<file path="src/rtl/wshb_mire_writer.sv">
// Wishbone master that writes a grid test pattern into the framebuffer, one word per pixel
// in raster order, dropping cyc for one cycle after every BURST acknowledged writes.
module wshb_mire_writer #(
    parameter int          HDISP    = 800,
    parameter int          VDISP    = 480,
    parameter int          BURST    = 64,
    parameter logic [31:0] BASE_ADR = 32'd0,
    parameter int          GRID     = 16
) (
    input  logic        clk,
    input  logic        rst,
    output logic        cyc,
    output logic        stb,
    output logic        we,
    output logic [31:0] adr,
    output logic [3:0]  sel,
    output logic [31:0] dat_ms,
    input  logic        ack
);

    localparam int XW = $clog2(HDISP);
    localparam int YW = $clog2(VDISP);
    localparam int CW = $clog2(BURST + 1);

    localparam logic [1:0] IDLE    = 2'd0;
    localparam logic [1:0] WRITE   = 2'd1;
    localparam logic [1:0] RELEASE = 2'd2;

    localparam logic [31:0] GRID_MASK = 32'(GRID - 1);

    logic [1:0]    state_reg, state_next;
    logic          cyc_reg, cyc_next;
    logic [XW-1:0] x_reg, x_next;
    logic [YW-1:0] y_reg, y_next;
    logic [CW-1:0] cnt_reg, cnt_next;
    logic [31:0]   adr_reg, adr_next;
    logic [31:0]   dat_reg, dat_next;

    // GRID is a power of two, so the modulo reduces to masking the low counter bits.
    function automatic logic [31:0] pixel(input logic [XW-1:0] px, input logic [YW-1:0] py);
        logic on_line;
        on_line = ((32'(px) & GRID_MASK) == 32'd0) || ((32'(py) & GRID_MASK) == 32'd0);
        return on_line ? 32'h00FF_FFFF : 32'h0000_0000;
    endfunction

    always_comb begin
        state_next = state_reg;
        cyc_next   = cyc_reg;
        x_next     = x_reg;
        y_next     = y_reg;
        cnt_next   = cnt_reg;
        adr_next   = adr_reg;
        case (state_reg)
            IDLE: begin
                state_next = WRITE;
                cyc_next   = 1'b1;
            end
            WRITE: begin
                if (ack && cyc_reg) begin
                    adr_next = adr_reg + 32'd4;
                    if (x_reg == XW'(HDISP - 1)) begin
                        x_next = '0;
                        if (y_reg == YW'(VDISP - 1)) begin
                            y_next   = '0;
                            adr_next = BASE_ADR;
                        end else begin
                            y_next = y_reg + 1'b1;
                        end
                    end else begin
                        x_next = x_reg + 1'b1;
                    end
                    // Burst boundary and frame wrap are independent and may coincide.
                    if (cnt_reg == CW'(BURST - 1)) begin
                        cnt_next   = '0;
                        state_next = RELEASE;
                        cyc_next   = 1'b0;
                    end else begin
                        cnt_next = cnt_reg + 1'b1;
                    end
                end
            end
            RELEASE: begin
                state_next = WRITE;
                cyc_next   = 1'b1;
            end
            default: begin
                state_next = IDLE;
                cyc_next   = 1'b0;
            end
        endcase
        dat_next = pixel(x_next, y_next);
    end

    always_ff @(posedge clk) begin
        if (rst) begin
            state_reg <= IDLE;
            cyc_reg   <= 1'b0;
            x_reg     <= '0;
            y_reg     <= '0;
            cnt_reg   <= '0;
            adr_reg   <= BASE_ADR;
            dat_reg   <= pixel('0, '0);
        end else begin
            state_reg <= state_next;
            cyc_reg   <= cyc_next;
            x_reg     <= x_next;
            y_reg     <= y_next;
            cnt_reg   <= cnt_next;
            adr_reg   <= adr_next;
            dat_reg   <= dat_next;
        end
    end

    assign cyc    = cyc_reg;
    assign stb    = cyc_reg;
    assign we     = 1'b1;
    assign sel    = 4'hF;
    assign adr    = adr_reg;
    assign dat_ms = dat_reg;

endmodule

</file>
<file path="config.mk">
export PLATFORM = sky130hd
export DESIGN_NAME = wshb_mire_writer
export DESIGN_NICKNAME = d
export VERILOG_FILES = /design/src/rtl/wshb_mire_writer.sv
export SDC_FILE = /design/constraint.sdc
export NUM_CORES = 1
export LEC_CHECK = 0
export ABC_CLOCK_PERIOD_IN_PS = 1700
export CAP_MARGIN = 20
export CORE_MARGIN = 2
export CORE_UTILIZATION = 45
export DETAILED_ROUTE_END_ITERATION = 7
export MAX_ROUTING_LAYER = met4
export PLACE_DENSITY = 0.87
export RECOVER_POWER = 25
export SYNTH_ARGS = -nofsm -noshare
export SYNTH_HDL_FRONTEND = slang
export SYNTH_SLANG_ARGS = --single-unit
</file>
<file path="constraint.sdc">
create_clock -name clk -period 1.7 [get_ports clk]
set_input_delay 0.255 -clock clk [delete_from_list [all_inputs] [get_ports clk]]
set_output_delay 0.255 -clock clk [all_outputs]
set_load 0.01 [all_outputs]
</file>
# After elaboration in Yosys (flattened, before gate mapping)
# Index checks and enable logic that the tools add are counted.
# word_totals
output_inout_bits,71
input_bits,3
wordCells,46
regBits,93
# classes
n_eq_ne,7
reduce_logical,9
muxes,17
add_sub_neg,4
# op_table
operator,n
logical NOT 32 bit,2
2-to-1 mux 32 bit,2
"adder 32 x 3 -> 32 bit, second input constant",1
2-to-1 mux 24 bit,1
2-to-1 mux 4 bit,5
"adder 10 x 1 -> 10 bit, second input constant",1
"== test 10 bit, second input constant",1
2-to-1 mux 10 bit,1
"adder 9 x 1 -> 9 bit, second input constant",1
"== test 9 bit, second input constant",1
2-to-1 mux 9 bit,1
"adder 7 x 1 -> 7 bit, second input constant",1
"== test 7 x 6 -> 1 bit, second input constant",1
2-to-1 mux 7 bit,1
2-to-1 mux 2 bit,2
"!= test 2 bit, second input constant",2
one-hot mux 2 bit (2 select lines),1
AND reduction 2 bit,2
AND reduction 3 bit,1
"== test 2 x 1 -> 1 bit, second input constant",1
"== test 2 bit, second input constant",1
logical NOT 2 bit,1
2-to-1 mux 1 bit,2
one-hot mux 1 bit (2 select lines),1
3 further kinds,3

# Depth between registers and ports, before layout
# Gate-level depths: netlist (run 1).
# depth
word_depth,8
mapped_depth,7
mapped_depth_nobuf,6

# Worst setup path before layout (run 1)
# Ideal clock, no wire load.
# synth_path
path_kind,reg2reg
start,register cyc_reg (netlist: cyc)
end,register adr_reg[31] (netlist: adr[31])
required_ns,1.583
path_slack_ns,-0.180
setup_time_ns,0.117
path_stages_with_launch,7
period_less_slack_ns,1.880
arrival_time_ns,1.762
n_path_buf,1
cell_sequence,dfxtp_1 -> nand3b_4 -> or4_4 -> buf_6 -> nor4_4 -> xnor2_1 -> nor2_1
# synth_between
elab_chain_cells,2
# synth_lines
element,line_no,source
start: declaration,32,"logic cyc_reg, cyc_next;"
start signal: assignment,105,cyc_reg <= cyc_next;
logical AND 1 bit,59,if (ack && cyc_reg) begin
AND reduction 2 bit (no line),n/a,
end signal: assignment,109,adr_reg <= adr_next;
end: declaration,36,"logic [31:0] adr_reg, adr_next;"
# Every way passes these cells.
# A chain may end at the register's enable or synchronous reset.

# Worst setup path in the final report (run 1)
# layout_path
start,register x_reg[0]
end,register y_reg[3]
# layout_between
elab_chain_cells,4
# layout_lines
element,line_no,source
start: declaration,33,"logic [XW-1:0] x_reg, x_next;"
start signal: assignment,106,x_reg <= x_next;
== test 10 bit,61,if (x_reg == XW'(HDISP - 1)) begin
2-to-1 mux 4 bit,61,
2-to-1 mux 4 bit,59,
2-to-1 mux 4 bit,53,case (state_reg)
end signal: assignment,107,y_reg <= y_next;
end: declaration,34,"logic [YW-1:0] y_reg, y_next;"
# Every way passes these cells.

==> impl_metrics.env, run 1 <==
export IMPL_clk_latency_ps=350
export IMPL_cap_violations=0
export IMPL_drc=0
export IMPL_cp_max_fo=5
export IMPL_required_ps=1990
export IMPL_critPathCaptureType="flip-flop"
export IMPL_final_seq_area_um2=1210
export IMPL_hold_path_class="reg -> reg"
export IMPL_routed_wl_um=7930
export IMPL_hold_viol_final=0
export IMPL_overflow=0
export IMPL_cts_max_level=3
export IMPL_synthArstFlopShare_pct=0
export IMPL_synth_cell_types=43
export IMPL_synth_cell_area_um2=3070
export IMPL_start_util_pct=46.0
export IMPL_ir_worst_vdd_v=0.000500
export IMPL_setup_ws_ps=-195
export IMPL_seq_area_frac_synth_pct=38.4
export IMPL_period_needed_ps=1900
export IMPL_r2r_slack_ps=-200
export IMPL_drt_pass1_iterations=5
export IMPL_fin_tns_setup_ps=-3570
export IMPL_grt_use_total_pct=20.1
export IMPL_numCtsBuffers=9
export IMPL_critPathLaunchType="flip-flop"
export IMPL_die_y_um=86.6
export IMPL_rows=30
export IMPL_hpwlAfterDp_um=4960
export IMPL_setup_violations=47
export IMPL_diodes=0
export IMPL_die_area_um2=7510
export IMPL_gp_congestion=0.844
export IMPL_syn_to_final_growth_pct=41.7
export IMPL_synthFlopType="dfxtp_1"
export IMPL_portBuffers=58
export IMPL_io_pin_count=74
export IMPL_antenna_found_initial=0
export IMPL_netlist_instances=358
export IMPL_postSynthAreaPerCell_um2=8.58
export IMPL_cts_root_buf="clkbuf_8"
export IMPL_crit_arrival_ps=2180
export IMPL_grt_pass1_wl_um=11700
export IMPL_power_leakage_nw=1.69
export IMPL_yosys_area_top_type="dfxtp_1"
export IMPL_drt_iter0_markers=194
export IMPL_hold_buffers=0
export IMPL_drive_gt1_share_pct=26.9
export IMPL_post_place_ws_ps=-488
export IMPL_post_route_period_util_pct=111
export IMPL_grt_pass1_vias=2658
export IMPL_largest_register_ffs=30
export IMPL_violations="negative setup slack"
export IMPL_rsz0062_at_grt="true"
export IMPL_nFillCells=496
export IMPL_ant_nets=0
export IMPL_viasPerCell=5.33
export IMPL_coreArea_um2=6680
export IMPL_synth_top_cell_area_share_pct=38.4
export IMPL_max_clock_path_buffers=2
export IMPL_fin_util_pct=65.2
export IMPL_layout_common_cells="56 x buf_4, 54 x nor2_1, 48 x clkdlybuf4s50_1"
export IMPL_clk_pin_slew_ps=70
export IMPL_fin_cells=537
export IMPL_finalMaxSlewViolations=0
export IMPL_wl_per_cell_um=14.8
export IMPL_ys_top_cells_by_area="dfxtp_1 38%, buf_4 9.8%, xnor2_1 8.8%"
export IMPL_power_density_nw_per_um2=677
export IMPL_cts_tree="yes"
export IMPL_multi_input_area_um2=1690
export IMPL_crit_type="reg -> reg"
export IMPL_vias=2862
export IMPL_synth_edf_count=0
export IMPL_cts_sinks=59
export IMPL_nets=459
export IMPL_grt_max_degree=36
export IMPL_status="finished with violations"
export IMPL_finClkSkew_ps=10.0
export IMPL_dieWidth_um=86.6
export IMPL_fmax_mhz=528
export IMPL_synth_warnings=0
export IMPL_dp_cells=510
export IMPL_ys_seq_elements=59
export IMPL_final_common_cell="buf_4"
-- path summary, 6_finish.rpt --
path,from,endpoint,cells past startpoint
worst max-delay path,x_reg[0],y_reg[3],5
worst min-delay path,cnt_reg[6],state_reg[1],1
worst max register to register,x_reg[0],y_reg[3],5
worst min register to register,cnt_reg[6],state_reg[1],1
-- power by group --
group          switching (mW)  total [mW]  internal [mW]  leakage [nW]
clock                   0.570        1.38          0.815         0.110
combinational          0.0943       0.170         0.0756          1.10
sequential            0.00968        1.40           1.39         0.485
-- cell type report --
class | instances | share of cell area, %
clock inverters | 6 | 1.84
clock buffers | 10 | 2.93
well taps | 80 | 2.30
inverters | 7 | 0.603
flip-flops and latches | 59 | 27.9
repair buffers | 120 | 25.5
multi-input cells | 255 | 38.9
-- cells in the mapped netlist (all sizes together), types with 3 or more instances --
cell type  count
nand2         27
or3            5
nor3          11
xor2          15
a21oi         11
nand4         17
nor2b          3
clkbuf         3
inv            7
nor2          55
nor4          11
and3           8
nand3         13
xnor2         31
ha             4
o21ai          7
dfxtp         59
buf           48
-- worst max-delay path: stages (launching register included) --
cell	delay [ps]
dfxtp_4	370
ha_4	130
nand4_1	200
or4_4	630
or3_1	360
a21oi_1	140
-- kinds of logic (layout without fill, tap and decap cells) --
family | count (synthesis) | count (layout) | synth area share, %
and+or+nand+nor | 163 | 164 | 28.7
DFF | 59 | 59 | 38.4
buffers and inverters | 58 | 143 | 12.7
xor gates and xnor gates | 46 | 46 | 13.1
AOI/OAI and AO/OA | 26 | 26 | 5.25
adders and majority gates | 4 | 4 | 1.63
other | 2 | 15 | 0.244
-- stage by stage --
stage               power [mW]  area, µm²  hold slack, ps
floorplan                 1.53       3220             339
global placement          1.56       3930             458
detailed placement        1.57       3930             477
CTS                       2.94       4180             486
global route              3.04       4360             498
finish                    2.95       4360             486
-- repair_timing --
item,in CTS,in global routing
gates resized for setup,9,22
setup buffers,1,7
cloned,1,2
endpoints found under the setup margin,67,69
pin swaps,3,8
-- layer usage --
layer / share of wire (%) / GRT usage, %
met5: 0 / -
met4: 3.9 / 9.09
met3: 5.7 / 5.24
met2: 50 / 32.9
met1: 40 / 23.1
(Power assumes the default switching activity.)
==> inputs of run 2 (changes only) <==
--- a/config.mk
+++ b/config.mk
@@ -7,12 +7,13 @@
 export LEC_CHECK = 0
 export ABC_CLOCK_PERIOD_IN_PS = 1700
 export CAP_MARGIN = 20
-export CORE_MARGIN = 2
+export CORE_MARGIN = 1
 export CORE_UTILIZATION = 45
 export DETAILED_ROUTE_END_ITERATION = 7
 export MAX_ROUTING_LAYER = met4
 export PLACE_DENSITY = 0.87
 export RECOVER_POWER = 25
+export SLEW_MARGIN = 5
 export SYNTH_ARGS = -nofsm -noshare
 export SYNTH_HDL_FRONTEND = slang
 export SYNTH_SLANG_ARGS = --single-unit
==> run 2 against run 1 <==
The run still ends with negative setup slack left; die area fell by 4.6%; register-to-register slack better by 60 ps; clock skew is 1.4 ps higher; first-iteration DRC count up 38%; clock-buffer cell count increased by 4; cell count stayed put; combinational power rose by 14%; sequential share of layout area shrank 0.69 points; hold slack gained 6.5 ps; largest power group unchanged; highest routed layer unchanged.
==> impl_metrics.env, run 2 (synthesis gave the netlist of run 1 again) <==
export IMPL_cp_max_fo=8
export IMPL_antenna_found_initial=0
export IMPL_final_area_um2=4470
export IMPL_hold_path_startpoint="cnt_reg[6]"
export IMPL_die_area_um2=7160
export IMPL_wl_per_cell_um=17.5
export IMPL_finClkSkew_ps=11.4
export IMPL_diodes=0
export IMPL_max_clock_path_buffers=2
export IMPL_largest_register_ffs=30
export IMPL_power_density_nw_per_um2=626
export IMPL_cap_violations=0
export IMPL_drc=0
export IMPL_gp_congestion=0.836
export IMPL_coreArea_um2=6460
export IMPL_drt_pass1_iterations=7
export IMPL_layout_common_cells="53 x nor2_1, 53 x buf_4, 46 x clkdlybuf4s50_1"
export IMPL_nets=462
export IMPL_numCtsBuffers=9
export IMPL_cts_root_buf="clkbuf_8"
export IMPL_overflow=0
export IMPL_rr_startpoint="x_reg[5]"
export IMPL_clk_latency_ps=350
export IMPL_cts_max_level=3
export IMPL_clk_pin_slew_ps=70
export IMPL_critPathLaunchType="flip-flop"
export IMPL_hpwlAfterDp_um=5260
export IMPL_min_delay_worst_endpoint="cnt_reg[6]"
export IMPL_grt_pass1_vias=2785
export IMPL_vias=3066
export IMPL_fin_tns_setup_ps=-2590
export IMPL_hold_path_class="reg -> reg"
export IMPL_grt_max_degree=25
export IMPL_status="finished with violations"
export IMPL_hold_viol_final=0
export IMPL_drive_gt1_share_pct=29.3
export IMPL_ant_nets=0
export IMPL_r2r_end="y_reg[3]"
export IMPL_viasPerCell=5.71
export IMPL_setup_ws_ps=-135
export IMPL_cts_sinks=59
export IMPL_setup_violations=44
export IMPL_min_path_cells=1
export IMPL_hold_buffers=0
export IMPL_rows=29
export IMPL_crit_type="reg -> reg"
export IMPL_grt_pass1_wl_um=12900
export IMPL_rsz0062_at_grt="true"
export IMPL_dpl_cell_area_um2=3920
export IMPL_portBuffers=58
export IMPL_start_util_pct=47.6
export IMPL_dieWidth_um=84.6
export IMPL_syn_to_final_growth_pct=45.3
export IMPL_drt_iter0_markers=268
export IMPL_grt_use_total_pct=23.5
export IMPL_crit_arrival_ps=2120
export IMPL_critPathCaptureType="flip-flop"
export IMPL_post_route_period_util_pct=108
export IMPL_r2r_slack_ps=-140
export IMPL_period_needed_ps=1840
export IMPL_ir_worst_vdd_v=0.000584
export IMPL_cts_tree="yes"
export IMPL_reg2regPathDepth=4
export IMPL_finalMaxSlewViolations=0
export IMPL_io_pin_count=74
export IMPL_violations="negative setup slack"
export IMPL_fmax_mhz=545
export IMPL_required_ps=1980
export IMPL_die_y_um=84.6
export IMPL_power_leakage_nw=1.79
export IMPL_routed_wl_um=9420
-- run 2: cell count changes in the layout (fill, tap and decap cells not counted), sizes merged --
cell / change
clkdlybuf4s25: +8
dlymetal6s2s: -8
clkbuf: +7
bufinv: -2
clkdlybuf4s50: -2
clkinv: -2
dlygate4sd2: +2
buf: +1
or4: -1
-- run 2: repair_timing --
item                       CTS  global route
pin swaps                    4            10
setup buffers                7             4
gates cloned                 1             2
setup endpoints to repair   64            68
gates resized for setup     18            35
-- run 2: power by group --
group	total [mW]	internal (mW)	switching [mW]
logic	0.194	0.0934	0.101
registers	1.40	1.39	0.00885
clock network	1.21	0.645	0.562
total	2.80	2.12	0.672
-- run 2: worst max-delay path, stage by stage (launching register included) --
cell,delay [ps]
dfxtp_2,320
or3_4,390
or4_4,570
or3_1,350
a21oi_1,140
-- run 2: stage by stage --
step / utilization (%) / worst slack, ps / instances / hold WS (ps) / power [mW]
finish: 69.1 / -135 / 537 / 492 / 2.80
global route: 69.1 / -192 / 537 / 522 / 2.89
CTS: 65.9 / -75.9 / 531 / 489 / 2.76
detailed placement: 60.7 / -466 / 507 / 481 / 1.57
global placement: 60.7 / -408 / 507 / 459 / 1.57
floorplan: - / -121 / 371 / 339 / 1.53
-- run 2: area by class of cell --
type,count,area [µm²]
timing repair buffer,124,1180
clock inverter,2,10.0
fill,414,1990
tap,77,96.3
multi-input combinational,254,1770
clock buffer,14,173
sequential,59,1210
inverter,7,26.3
-- run 2: worst max path at each step --
stage	start	end	slack, ps	depth (start not counted)
5_1_grt	x_reg[5]	y_reg[3]	-190	4
3_5_place_dp	ack	y_reg[6]	-470	7
6_report	x_reg[5]	y_reg[3]	-140	4
4_1_cts	x_reg[5]	y_reg[3]	-80	4
2_1_floorplan	x_reg[5]	y_reg[3]	-120	5
3_3_place_gp	ack	adr[15]	-410	7
-- run 2: metal layers --
layer / up-vias / global-route usage (%) / wire (µm)
li1: 1362 / - / -
met4: 0 / 10.8 / 331
met2: 175 / 40.8 / 4860
met3: 39 / 5.90 / 693
met5: - / - / 0
met1: 1490 / 25.1 / 3540
==> inputs of run 3 (changes only) <==
--- a/config.mk
+++ b/config.mk
@@ -13,6 +13,8 @@
 export MAX_ROUTING_LAYER = met4
 export PLACE_DENSITY = 0.87
 export RECOVER_POWER = 25
+export REMOVE_ABC_BUFFERS = 1
+export SETUP_SLACK_MARGIN = 0.1
 export SLEW_MARGIN = 5
 export SYNTH_ARGS = -nofsm -noshare
 export SYNTH_HDL_FRONTEND = slang
==> run 3 against run 2 <==
Flip-flop and latch count did not move; cell count rose by 4.7%; total power rose by 13%; non-clock buffer count rose by 27; worst setup slack got worse by 150 ps; the flow still finishes with violations (negative setup slack); clock power rose by 23%; design area rose by 10%; largest cell class unchanged; global-route usage rose by 4.9 points.
==> impl_metrics.env, run 3 (synthesis gave the netlist of run 1 again) <==
export IMPL_wl_per_cell_um=22.9
export IMPL_cts_tree="yes"
export IMPL_cts_sinks=59
export IMPL_critPathCaptureType="flip-flop"
export IMPL_timing_critical_path_mode_cell="buf_6"
export IMPL_finClkSkew_ps=9.61
export IMPL_grt_max_degree=25
export IMPL_path_delay_family="simple AND/OR/NAND/NOR gates"
export IMPL_nFillCells=343
export IMPL_layout_common_cells="68 x buf_4, 47 x dfxtp_1, 36 x dlygate4sd2_1"
export IMPL_rsz0062_at_grt="true"
export IMPL_io_pin_count=74
export IMPL_cts_root_buf="clkbuf_8"
export IMPL_status="finished with violations"
export IMPL_coreArea_um2=6460
export IMPL_max_clock_path_buffers=2
export IMPL_final_area_um2=4920
export IMPL_final_seq_area_um2=1200
export IMPL_hold_buffers=0
export IMPL_cap_violations=0
export IMPL_nets=489
export IMPL_numCtsBuffers=9
export IMPL_hold_viol_final=0
export IMPL_diodes=0
export IMPL_die_y_um=84.6
export IMPL_cts_max_level=3
export IMPL_required_ps=1940
export IMPL_fmax_mhz=505
export IMPL_final_common_cell="buf_4"
export IMPL_viasPerCell=6.15
export IMPL_setup_ws_ps=-282
export IMPL_syn_to_final_growth_pct=60.1
export IMPL_drive_gt1_share_pct=39.6
export IMPL_critPathLaunchType="flip-flop"
export IMPL_vias=3455
export IMPL_crit_arrival_ps=2220
export IMPL_dpl_cell_area_um2=3950
export IMPL_path_cells="or3_4 -> buf_6 -> nor3_4 -> nand2_2 -> o21ai_4 -> buf_6 -> buf_6 -> clkbuf_16 -> nor2_1"
export IMPL_dp_cells=522
export IMPL_grt_use_total_pct=28.4
export IMPL_clk_latency_ps=350
export IMPL_finalMaxSlewViolations=0
export IMPL_crit_type="reg -> reg"
export IMPL_cp_max_fo=4
export IMPL_post_place_ws_ps=-586
export IMPL_violations="negative setup slack"
export IMPL_drt_pass1_iterations=7
export IMPL_hold_ws_ps=492
export IMPL_drt_iter0_markers=412
export IMPL_largest_register_ffs=30
export IMPL_drc=0
export IMPL_portBuffers=58
export IMPL_slowest_delay_ps=400
export IMPL_ant_nets=0
export IMPL_rows=29
export IMPL_clk_pin_slew_ps=70
export IMPL_grt_pass1_vias=3108
export IMPL_period_needed_ps=1980
export IMPL_gp_congestion=0.849
export IMPL_path_buf_inv=4
export IMPL_setup_violations=46
export IMPL_critPathSlowestCell="or3_4"
export IMPL_fin_util_pct=76.2
export IMPL_die_area_um2=7160
export IMPL_dieWidth_um=84.6
export IMPL_ir_worst_vdd_v=0.00103
export IMPL_fin_cells=562
export IMPL_multi_input_area_um2=1970
export IMPL_power_leakage_nw=1.89
export IMPL_hpwlAfterDp_um=5450
export IMPL_start_util_pct=47.6
export IMPL_antenna_found_initial=0
export IMPL_hold_path_class="reg -> reg"
export IMPL_post_route_period_util_pct=117
export IMPL_grt_pass1_wl_um=15300
export IMPL_routed_wl_um=12900
export IMPL_overflow=0
export IMPL_power_density_nw_per_um2=643
run 3: layout make-up:
cell class	instances	area share, %
Clock buffer	12	3.15
Clock inverter	2	1.22
Inverter	7	0.534
Multi-Input combinational cell	254	40.1
Sequential cell	59	24.3
Tap cell	77	1.96
Timing Repair Buffer	151	28.7
run 3: metal layers:
metal	GRT usage [%]	wire [µm]	part of all wire (%)	up-vias
met1	29.1	4610	36	1618
met5	-	0	0	-
li1	-	-	-	1414
met3	6.39	1120	8.7	120
met2	48.5	6110	47	303
met4	19.6	1050	8.1	0
run 3: metrics by stage:
step	total power [mW]	setup TNS, ps
4_1_cts	3.01	-2160
6_report	3.16	-8590
3_5_place_dp	1.57	-18310
2_1_floorplan	1.50	-24570
5_1_grt	3.23	-10970
3_3_place_gp	1.57	-16010
run 3: power breakdown:
| group | leakage (nW) | switching (mW) | internal [mW] | total (mW) |
|---|---|---|---|---|
| registers | 0.482 | 0.0120 | 1.39 | 1.41 |
| logic | 1.30 | 0.144 | 0.126 | 0.269 |
| clock network | 0.109 | 0.595 | 0.891 | 1.49 |
run 3: timing repair:
| action | CTS | global route |
|---|---|---|
| setup endpoints to repair | 89 | 60 |
| gates resized for setup | 79 | 97 |
| buffers inserted | 10 | 12 |
| cloned | 2 | 3 |
| pin swaps | 13 | 43 |
run 3: path summary, 6_finish.rpt:
path,from,to,slack [ps],cells past startpoint
max,x_reg[6],adr[18],-280,9
max reg2reg,x_reg[6],adr[18],-280,9
min,cnt_reg[6],state_reg[1],490,1
min reg2reg,cnt_reg[6],state_reg[1],490,1
